### src/rtl/can_packet_dispatcher.sv
// can_packet_dispatcher
//   Moves host packets to NUM_NODES CAN controllers and gathers their received
//   packets back into one stream.
//   - Input side: IN_DEPTH FIFO. Each non-empty cycle, one requesting node is
//     granted round-robin. The grant loads the FIFO head and the node's
//     programmed ID into that node's tx registers.
//   - Retransmit: each failed attempt forces tx_id to 0 (highest CAN priority).
//     After MAX_RETRY retries the packet is dropped and counted.
//   - rx_id pairs every node with a partner node's tx_id (neighbour or ring).
//   - Output side: one pending register per node. These are drained
//     round-robin into an OUT_DEPTH FIFO. Overwriting an undrained pending
//     packet counts as a loss.
// Ports:
//   clock, reset               clock, synchronous active-high reset
//   cfg_we/cfg_idx/cfg_id      ID table write
//   in_valid/in_ready/in_data  host packet input handshake
//   data_in_req, retransmit    per-node load request / failed-transmit report
//   tx_valid/tx_packet/tx_id   per-node loaded packet and transmit ID
//   rx_id                      per-node expected receive ID
//   data_out_req/rx_packet     per-node received packet strobe and data
//   out_valid/out_ready/out_data/out_node  collected packet output handshake
//   lost_count, drop_count     saturating loss / drop counters
module can_packet_dispatcher #(
    parameter int NUM_NODES = 4,
    parameter int DATA_SIZE = 64,
    parameter int ID_SIZE   = 11,
    parameter int IN_DEPTH  = 8,
    parameter int OUT_DEPTH = 8,
    parameter int MAX_RETRY = 3,
    parameter int PAIR_MODE = 0
) (
    input  logic                           clock,
    input  logic                           reset,
    input  logic                           cfg_we,
    input  logic [$clog2(NUM_NODES)-1:0]   cfg_idx,
    input  logic [ID_SIZE-1:0]             cfg_id,
    input  logic                           in_valid,
    output logic                           in_ready,
    input  logic [DATA_SIZE-1:0]           in_data,
    input  logic [NUM_NODES-1:0]           data_in_req,
    input  logic [NUM_NODES-1:0]           retransmit,
    output logic [NUM_NODES-1:0]           tx_valid,
    output logic [NUM_NODES*DATA_SIZE-1:0] tx_packet,
    output logic [NUM_NODES*ID_SIZE-1:0]   tx_id,
    output logic [NUM_NODES*ID_SIZE-1:0]   rx_id,
    input  logic [NUM_NODES-1:0]           data_out_req,
    input  logic [NUM_NODES*DATA_SIZE-1:0] rx_packet,
    output logic                           out_valid,
    input  logic                           out_ready,
    output logic [DATA_SIZE-1:0]           out_data,
    output logic [$clog2(NUM_NODES)-1:0]   out_node,
    output logic [15:0]                    lost_count,
    output logic [15:0]                    drop_count
);

    localparam int unsigned NW  = $clog2(NUM_NODES);
    localparam int unsigned IAW = $clog2(IN_DEPTH);
    localparam int unsigned OAW = $clog2(OUT_DEPTH);
    localparam int unsigned RW  = (MAX_RETRY < 1) ? 1 : $clog2(MAX_RETRY + 1);

    // Round-robin successor; works for non-power-of-two node counts too.
    function automatic logic [NW-1:0] next_ptr(input logic [NW-1:0] p);
        return NW'((int'(p) + 1) % NUM_NODES);
    endfunction

    // Adds several events in one cycle and clamps at 16'hFFFF.
    function automatic logic [15:0] sat_add(input logic [15:0] a, input int unsigned b);
        logic [16:0] s;
        s = {1'b0, a} + 17'(b);
        return s[16] ? 16'hFFFF : s[15:0];
    endfunction

    // ------------------------------------------------------------------
    // Input FIFO. The extra pointer bit tells full apart from empty.
    // ------------------------------------------------------------------
    logic [DATA_SIZE-1:0] in_mem [IN_DEPTH];
    logic [IAW:0]         in_wr_ptr;
    logic [IAW:0]         in_rd_ptr;
    logic                 in_empty;
    logic                 in_full;
    logic                 in_push;
    logic                 grant_hit;
    logic [NW-1:0]        grant_idx;
    logic [NW-1:0]        grant_cand;
    logic [NW-1:0]        rr_in_ptr;
    logic [NUM_NODES-1:0] eligible;

    assign in_empty = (in_wr_ptr == in_rd_ptr);
    assign in_full  = (in_wr_ptr[IAW] != in_rd_ptr[IAW]) &&
                      (in_wr_ptr[IAW-1:0] == in_rd_ptr[IAW-1:0]);
    assign in_ready = !in_full;
    assign in_push  = in_valid && !in_full;

    always_ff @(posedge clock) begin
        if (reset) begin
            in_wr_ptr <= '0;
            in_rd_ptr <= '0;
        end else begin
            if (in_push) begin
                in_mem[in_wr_ptr[IAW-1:0]] <= in_data;
                in_wr_ptr                  <= in_wr_ptr + 1'b1;
            end
            if (grant_hit) begin
                in_rd_ptr <= in_rd_ptr + 1'b1;
            end
        end
    end

    // A node reporting a failed transmission is not eligible for a new packet.
    assign eligible = data_in_req & ~retransmit;

    // First eligible node at or after rr_in_ptr. Only the registered FIFO
    // state is used, so there is no bypass from in_data.
    always_comb begin
        grant_hit  = 1'b0;
        grant_idx  = '0;
        grant_cand = '0;
        for (int k = 0; k < NUM_NODES; k++) begin
            grant_cand = NW'((int'(rr_in_ptr) + k) % NUM_NODES);
            if (!in_empty && !grant_hit && eligible[grant_cand]) begin
                grant_hit = 1'b1;
                grant_idx = grant_cand;
            end
        end
    end

    // ------------------------------------------------------------------
    // Per-node transmit state, ID table and retry handling
    // ------------------------------------------------------------------
    logic [DATA_SIZE-1:0] tx_pkt_q [NUM_NODES];
    logic [ID_SIZE-1:0]   tx_id_q  [NUM_NODES];
    logic [ID_SIZE-1:0]   id_table [NUM_NODES];
    logic [RW-1:0]        retry_q  [NUM_NODES];
    logic [NUM_NODES-1:0] drop_evt;

    // Retry budget exhausted: this retransmit drops the packet.
    always_comb begin
        drop_evt = '0;
        for (int i = 0; i < NUM_NODES; i++) begin
            drop_evt[i] = retransmit[i] && tx_valid[i] && (retry_q[i] >= RW'(MAX_RETRY));
        end
    end

    always_ff @(posedge clock) begin
        if (reset) begin
            tx_valid   <= '0;
            rr_in_ptr  <= '0;
            drop_count <= '0;
            for (int i = 0; i < NUM_NODES; i++) begin
                tx_pkt_q[i] <= '0;
                tx_id_q[i]  <= '0;
                id_table[i] <= '0;
                retry_q[i]  <= '0;
            end
        end else begin
            for (int i = 0; i < NUM_NODES; i++) begin
                if (retransmit[i] && tx_valid[i]) begin
                    if (drop_evt[i]) begin
                        tx_valid[i] <= 1'b0;
                        retry_q[i]  <= '0;
                    end else begin
                        retry_q[i] <= retry_q[i] + 1'b1;
                        tx_id_q[i] <= '0;
                    end
                end
            end
            // The grant never targets a retransmitting node, so it cannot
            // collide with the retry update above.
            if (grant_hit) begin
                tx_pkt_q[grant_idx] <= in_mem[in_rd_ptr[IAW-1:0]];
                tx_id_q[grant_idx]  <= id_table[grant_idx];
                tx_valid[grant_idx] <= 1'b1;
                retry_q[grant_idx]  <= '0;
                rr_in_ptr           <= next_ptr(grant_idx);
            end
            // The grant above reads the table before this write lands.
            if (cfg_we) begin
                id_table[cfg_idx] <= cfg_id;
            end
            drop_count <= sat_add(drop_count, $countones(drop_evt));
        end
    end

    // Flatten per-node registers and pair receive IDs.
    for (genvar g = 0; g < NUM_NODES; g++) begin : g_node
        localparam int PARTNER = (PAIR_MODE != 0) ? ((g + NUM_NODES - 1) % NUM_NODES)
                                                  : (((g ^ 1) < NUM_NODES) ? (g ^ 1) : g);
        assign tx_packet[g*DATA_SIZE +: DATA_SIZE] = tx_pkt_q[g];
        assign tx_id[g*ID_SIZE +: ID_SIZE]         = tx_id_q[g];
        assign rx_id[g*ID_SIZE +: ID_SIZE]         = tx_id_q[PARTNER];
    end

    // ------------------------------------------------------------------
    // Receive collection: pending registers drained round-robin
    // ------------------------------------------------------------------
    logic [NUM_NODES-1:0] pend;
    logic [DATA_SIZE-1:0] pend_data [NUM_NODES];
    logic [NW-1:0]        rr_out_ptr;
    logic                 drain_hit;
    logic [NW-1:0]        drain_idx;
    logic [NW-1:0]        drain_cand;
    logic [NUM_NODES-1:0] lost_evt;
    logic                 out_empty;
    logic                 out_full;

    always_comb begin
        drain_hit  = 1'b0;
        drain_idx  = '0;
        drain_cand = '0;
        for (int k = 0; k < NUM_NODES; k++) begin
            drain_cand = NW'((int'(rr_out_ptr) + k) % NUM_NODES);
            if (!out_full && !drain_hit && pend[drain_cand]) begin
                drain_hit = 1'b1;
                drain_idx = drain_cand;
            end
        end
    end

    // New data over an undrained pending packet loses the old packet.
    always_comb begin
        lost_evt = '0;
        for (int i = 0; i < NUM_NODES; i++) begin
            lost_evt[i] = data_out_req[i] && pend[i] && !(drain_hit && (drain_idx == NW'(i)));
        end
    end

    always_ff @(posedge clock) begin
        if (reset) begin
            pend       <= '0;
            rr_out_ptr <= '0;
            lost_count <= '0;
            for (int i = 0; i < NUM_NODES; i++) begin
                pend_data[i] <= '0;
            end
        end else begin
            for (int i = 0; i < NUM_NODES; i++) begin
                if (data_out_req[i]) begin
                    pend_data[i] <= rx_packet[i*DATA_SIZE +: DATA_SIZE];
                    pend[i]      <= 1'b1;
                end else if (drain_hit && (drain_idx == NW'(i))) begin
                    pend[i] <= 1'b0;
                end
            end
            if (drain_hit) begin
                rr_out_ptr <= next_ptr(drain_idx);
            end
            lost_count <= sat_add(lost_count, $countones(lost_evt));
        end
    end

    // ------------------------------------------------------------------
    // Output FIFO
    // ------------------------------------------------------------------
    logic [DATA_SIZE-1:0] out_mem      [OUT_DEPTH];
    logic [NW-1:0]        out_node_mem [OUT_DEPTH];
    logic [OAW:0]         out_wr_ptr;
    logic [OAW:0]         out_rd_ptr;

    assign out_empty = (out_wr_ptr == out_rd_ptr);
    assign out_full  = (out_wr_ptr[OAW] != out_rd_ptr[OAW]) &&
                       (out_wr_ptr[OAW-1:0] == out_rd_ptr[OAW-1:0]);
    assign out_valid = !out_empty;
    // Gate the head so the outputs read 0 while the FIFO is empty.
    assign out_data  = out_valid ? out_mem[out_rd_ptr[OAW-1:0]] : '0;
    assign out_node  = out_valid ? out_node_mem[out_rd_ptr[OAW-1:0]] : '0;

    always_ff @(posedge clock) begin
        if (reset) begin
            out_wr_ptr <= '0;
            out_rd_ptr <= '0;
        end else begin
            if (drain_hit) begin
                out_mem[out_wr_ptr[OAW-1:0]]      <= pend_data[drain_idx];
                out_node_mem[out_wr_ptr[OAW-1:0]] <= drain_idx;
                out_wr_ptr                        <= out_wr_ptr + 1'b1;
            end
            if (out_valid && out_ready) begin
                out_rd_ptr <= out_rd_ptr + 1'b1;
            end
        end
    end

endmodule

### config.mk
export PLATFORM = sky130hd
export DESIGN_NAME = can_packet_dispatcher
export DESIGN_NICKNAME = d
export VERILOG_FILES = /design/src/rtl/can_packet_dispatcher.sv
export SDC_FILE = /design/constraint.sdc
export NUM_CORES = 2
export LEC_CHECK = 0
export BUFFER_PORTS_ARGS = -buffer_cell sky130_fd_sc_hd__buf_4
export CORE_ASPECT_RATIO = 0.8
export CORE_MARGIN = 3
export CORE_UTILIZATION = 58
export DETAILED_ROUTE_END_ITERATION = 8
export GPL_TIMING_DRIVEN = 0
export HOLD_SLACK_MARGIN = 0.12
export PLACE_DENSITY = 0.75
export SLEW_MARGIN = 20
export SYNTH_ARGS = -nofsm -noshare
export SYNTH_HDL_FRONTEND = slang
export SYNTH_SLANG_ARGS = --single-unit
### constraint.sdc
create_clock -name clock -period 9.3 [get_ports clock]
set_input_delay 0 -clock clock [delete_from_list [all_inputs] [get_ports clock]]
set_output_delay 0 -clock clock [all_outputs]
set_load 0.005 [all_outputs]
-- After elaboration in Yosys (flattened, before gate mapping)
Memory sizes are Yosys's and may differ from the RTL's. A register that Yosys moved wholly into a read port is not among the register bits.
Cells that the tools add are included.
- bits in registers: 60
- memory bits (writable): 1648
- input port bits: 350
- output and inout bits: 448
- memories kept: 8
- $add $sub $neg: 24
- order comparisons: 14
- equality and inequality tests: 9
- muxes and demuxes: 145
- bitwise gates (word level): 19
- reductions and logical operators: 60
- memory list (memory ; depth ; width ; rd ports ; clocked after Yosys merged registers in ; wr ports ; RTL line ; RTL):
    in_mem ; 8 ; 64 ; 1 ; 1 ; 1 ; 76 ; logic [DATA_SIZE-1:0] in_mem [IN_DEPTH];
    out_mem ; 8 ; 64 ; 1 ; 1 ; 1 ; 254 ; logic [DATA_SIZE-1:0] out_mem [OUT_DEPTH];
    pend_data ; 4 ; 64 ; 1 ; 0 ; 4 ; 197 ; logic [DATA_SIZE-1:0] pend_data [NUM_NODES];
    tx_pkt_q ; 4 ; 64 ; 4 ; 0 ; 4 ; 130 ; logic [DATA_SIZE-1:0] tx_pkt_q [NUM_NODES];
    id_table ; 4 ; 11 ; 1 ; 0 ; 4 ; 132 ; logic [ID_SIZE-1:0] id_table [NUM_NODES];
    tx_id_q ; 4 ; 11 ; 4 ; 0 ; 5 ; 131 ; logic [ID_SIZE-1:0] tx_id_q [NUM_NODES];
    +2 memories ; - ; - ; - ; - ; - ; - ;
- operator list (cell ; count):
    $mux 64 ; 6
    $mux 1 ; 97
    $reduce_or 64->1 ; 1
    $mux 11 ; 5
    $logic_and 1x1->1 ; 39
    $mux 2 ; 19
    $add 16x3->17 ; 2
    $mux 16 ; 2
    $lt 2x3->1 const B ; 9
    $mux 3 ; 6
    $add 2x1->2 const B ; 8
    $add 4x1->4 const B ; 4
    $bmux 1 s2 ; 8
    $or 1x1->1 ; 16
    $logic_not 1->1 ; 14
    $reduce_or 11->1 ; 1
    $add 1x1->2 ; 4
    $add 2x2->2 const B ; 4
    $eq 4x4->1 ; 2
    $ge 2x2->1 const B ; 4
    $reduce_bool 2->1 ; 4
    $add 2x2->3 ; 2
    $eq 3x3->1 ; 2
    $and 4x4->4 ; 1
    other kinds (9) ; 11

-- Longest topological paths before layout
- depth after elaboration: 25
- mapped depth: 19
- gate-level depth less buffers: 18

-- Worst setup path after synthesis
OpenSTA, ideal clock, no wires.
- path type: reg2reg
- from: reg out_wr_ptr[0]
- to: mem out_mem[2][0], enable pin
- library setup time: 653 ps
- arrival: 7549 ps
- data required time: 8647 ps
- setup slack: 1097 ps
- stages on the path, launching flop included: 7
- clock period less this slack: 8203 ps
- path through: dfxtp_1 > buf_4 > xor2_2 > nor4_4 > nor2_1 > nand2_1 > nor4_1
- cells in the longest elaborated chain, start to end: 20
- ends and longest elaborated chain (item ; RTL line ; RTL):
    start, declared ; 256 ; logic [OAW:0] out_wr_ptr;
    start signal, assigned ; 275 ; out_wr_ptr <= out_wr_ptr + 1'b1;
    $eq 3x3->1 ; 261 ; (out_wr_ptr[OAW-1:0] == out_rd_ptr[OAW-1:0]);
    $logic_and 1x1->1 ; 260 ; assign out_full = (out_wr_ptr[OAW] != out_rd_ptr[OAW]) &&
    $logic_not 1->1 ; 212 ; if (!out_full && !drain_hit && pend[drain_cand]) begin
    $logic_and 1x1->1 ; 212 ;
    $mux 1 ; 212 ;
    $logic_not 1->1 ; 212 ;
    $logic_and 1x1->1 (2 in series) ; 212 ;
    $mux 1 ; 212 ;
    $logic_not 1->1 ; 212 ;
    $logic_and 1x1->1 (2 in series) ; 212 ;
    $mux 1 ; 212 ;
    $logic_not 1->1 ; 212 ;
    $logic_and 1x1->1 (2 in series) ; 212 ;
    $mux 1 ; 212 ;
    $mux 1 ; 272 ; if (drain_hit) begin
    $mux 1 ; 268 ; if (reset) begin
    $mux 1 (not written as such) ; 273 ; out_mem[out_wr_ptr[OAW-1:0]] <= pend_data[drain_idx];
    end, declared ; 254 ;
Several ways; a longest one is shown, not always the timed one.

-- Worst setup path in the final report
- from: reg out_wr_ptr[2]
- to: reg lost_count[11]
- cells in the longest elaborated chain, start to end: 25
- ends and longest elaborated chain (item ; RTL line ; RTL):
    $eq 3x3->1 (*) ; 261 ;
    $logic_and 1x1->1 (*) ; 260 ;
    $logic_not 1->1 (*) ; 212 ;
    $logic_and 1x1->1 ; 212 ;
    $mux 1 ; 212 ;
    $logic_not 1->1 ; 212 ;
    $logic_and 1x1->1 (2 in series) ; 212 ;
    $mux 1 ; 212 ;
    (+8 left out) ; - ;
    $eq 2x1->1 (tied with other cells) ; 223 ; lost_evt[i] = data_out_req[i] && pend[i] && !(drain_hit && (drain_idx == NW'(i)));
    $logic_and 1x1->1 ; 223 ;
    $logic_not 1->1 ; 223 ;
    $logic_and 1x1->1 ; 223 ;
    $add 1x1->2 (not written as such) ; 247 ; lost_count <= sat_add(lost_count, $countones(lost_evt));
    $add 2x2->3 (not written as such) (*) ; 247 ;
    $add 16x3->17 (*) ; 69 ; s = {1'b0, a} + 17'(b);
    $mux 16 (*) ; 70 ; return s[16] ? 16'hFFFF : s[15:0];
    end signal, assigned ; 247 ;
    end, declared ; 52 ; output logic [15:0] lost_count,
Mark *: on every way between the ends. The rest lies on a longest branch, timed or not.
A chain may end at the register's enable or synchronous reset.

==> metrics <==
status finished, final reports clean; # rows 111; IO Port Bufs 797; Static Leak ~33 nW; critical path data required time roughly 10 ns; peak supply drop approximately 200 uV; maximum number of pins on one net before global-route repair 50; met2 Usage GRT 0.572; worst reg2reg path depth 18; global routing's busiest layer met2; Setup crit start out_wr_ptr[2]; post-CTS setup buffers 0; hold buffer count at CTS 720; Worst Tran Pin Value 1.07 ns; Synth Warn # 0; drt pass-1 iters 6; drt drc 0; Avg Inst Size Synth 18.5 sq um; setup TNS 0 ns; vias per cell 6.02; synthesized area 68200 sq um; nets between 5000 and 6000; initial antenna violation count 28; IO Pins 798; vias in the first global route approximately 44000; Filler cells roughly 6000; Pins Over Slew Limit 0; Skew-Pair Late Insertion Delay 0.82 ns; pre-CTS WS roughly 4.2 ns; min Tclk post-route roughly 5.3 ns; final setup fails 0; post-route ant nets 0; Seq/Total Area, Yosys 0.744; Hold Vio Cnt, Final 0; WL per Instance about 29 um; max cap viols 0; Fmax achieved approximately 190 MHz; number of synthesized flops with an enable pin roughly 1600; number of synthesized register bits 1714; worst hold-check path type primary input to flip-flop; post-placement cell area 77800 sq um; met1 usage 0.439; clock root buffer clkbuf_16; worst r2r src out_wr_ptr[2]; most frequent cells in the layout edfxtp_1 (1640), buf_4 (924), dlygate4sd3_1 (720), mux2i_1 (349), and2_1 (301); Post-Route WL around 210000 um; cell accounting for the most synthesized area edfxtp_1; design area approximately 90000 sq um; GR Overflow Total 0; CTS Buf Count around 160; worst-path maximum fanout 10; Arr. time, crit path slightly above 6 ns; clk_skew roughly 0.044 ns; CTS Buffer Depth 3; number of DRC markers in iteration 0 4963; power density over the cells about 230 nW/um^2; Area contributors post-synth edfxtp_1 (72%), mux4_2 (8.6%), mux2i_1 (5.1%); met3 usage 0.0692; Synthesized Nets 4048; final worst path period share 0.574; Die W 389 um; kind of critical path flip-flop to flip-flop; CP Launch Type flip-flop; share of layout cells above drive strength 1 0.299; die height between 300 and 400 um; Final WS setup approximately 4 ns; Via Count between 40000 and 50000; Syn Inst Count 3676; DIE AREA ~120000 sq um; CORE AREA 116000 sq um; RD Place Congestion just over 0.9; count of cell types in the netlist 67; Initial Util 0.590; commonest non-fill, non-tap cell in the layout edfxtp_1; post-CTS sizing 0; P&R area growth vs syn 32.2%; Slew headroom 0.267; RSZ-0062 raised after global routing false; hold path start retransmit[3]; top cell type's share of synthesized area 0.722; Hold Path Stages 5; Most used DFF post-synth edfxtp_1; first-pass GRT wire length ~300000 um; clock sinks between 1500 and 2000; GRT Util Overall 0.342; HPWL after DPL 126000 um; Async SR Flop Fraction 0; Crit. End Element flip-flop; H-tree depth 4; Reg clk slew, reported paths 0.06 ns; TritonCTS clock tree yes
[cell type report]
class	instances	area, sq um	area share
Inverter	88	333	0.00369
Multi-Input combinational cell	1640	15900	0.176
Clock inverter	92	861	0.00955
Antenna cell	27	67.6	0.000749
Timing Repair Buffer	1682	14700	0.163
Tap cell	1525	1910	0.0212
Clock buffer	198	4250	0.0472
Buffer	234	1410	0.0156
Sequential cell	1714	50700	0.563
[synth_stat cells, types with 11 or more instances]
master and instances:
nand3_1 20, xnor2_1 17, xor2_1 19, or2_1 42, o21ai_0 11, nor3b_1 11
nor3_1 18, nand2b_1 11, o22ai_1 45, buf_4 46, mux4_2 260, and2_1 301
edfxtp_1 1640, mux2i_1 349, nor2_1 249, clkbuf_1 113, buf_12 14, or2_2 33
buf_1 11, nor2b_1 17, a21oi_1 50, nor2_4 60, nand2_1 33, buf_2 39
ha_1 16, dfxtp_1 74, inv_1 87
[routing by layer]
metal,wire (um),vias up
met3,18500,607
met2,105000,2973
met4,10200,6
li1,-,17800
met5,36,-
met1,75200,22000
[power by group]
| part | internal [W] | switching [W] |
|---|---|---|
| logic | 0.00222 | 0.00279 |
| registers | 0.00923 | 0.000218 |
| clock network | 0.00363 | 0.00298 |
[worst paths after layout]
check / endpoint / slack [ns]
worst max-delay path: lost_count[11] / 3.96
worst max register to register: lost_count[11] / 3.96
worst min register to register: in_wr_ptr[3] / 0.52
worst min-delay path: tx_valid[3] / 0.18
[sequential cells by signal, summed over array words and instances, names as in the netlist, named ones only]
name          cells
drop_count       16
tx_pkt_q        256
lost_count       16
in_rd_ptr         4
pend_data       256
tx_valid          4
in_wr_ptr         4
rr_out_ptr        2
out_rd_ptr        4
out_node_mem     16
retry_q           8
out_wr_ptr        4
in_mem          512
rr_in_ptr         2
out_mem         512
tx_id_q          44
pend              4
id_table         44
[metrics by stage]
step	cells	hold WS [ns]	utilization	total power, W
2_1_floorplan	3676	0.0989	-	0.0121
3_3_place_gp	5998	0.233	0.658	0.0141
3_5_place_dp	6163	0.236	0.673	0.0142
4_1_cts	7173	0.128	0.780	0.0208
5_1_grt	7190	0.171	0.780	0.0217
6_report	7200	0.184	0.780	0.0211
[worst max-delay path: stages (launching register included)]
cell	delay (ns)
dfxtp_1	0.31
buf_2	0.26
xor2_2	0.28
nor4_4	0.13
a2111oi_4	0.77
inv_1	0.24
ha_1	0.26
inv_1	0.06
o21ai_0	0.13
or2_2	0.34
fa_1	0.48
fa_1	0.41
inv_1	0.09
fa_1	0.29
nand3_1	0.13
nor2_1	0.33
nand3_1	0.23
clkbuf_1	0.30
a21oi_1	0.21
[logic make-up after synthesis]
family | after synthesis | synth area share
AO/OA/AOI/OAI | 134 | 0.0121
flip-flops | 1714 | 0.744
multiplexers | 610 | 0.137
buffers and inverters | 322 | 0.0255
adder cells (fa/ha/maj) | 22 | 0.00470
AND/OR/NAND/NOR | 835 | 0.0709
XOR/XNOR | 39 | 0.00534
Power figures use the tool's default switching activity.
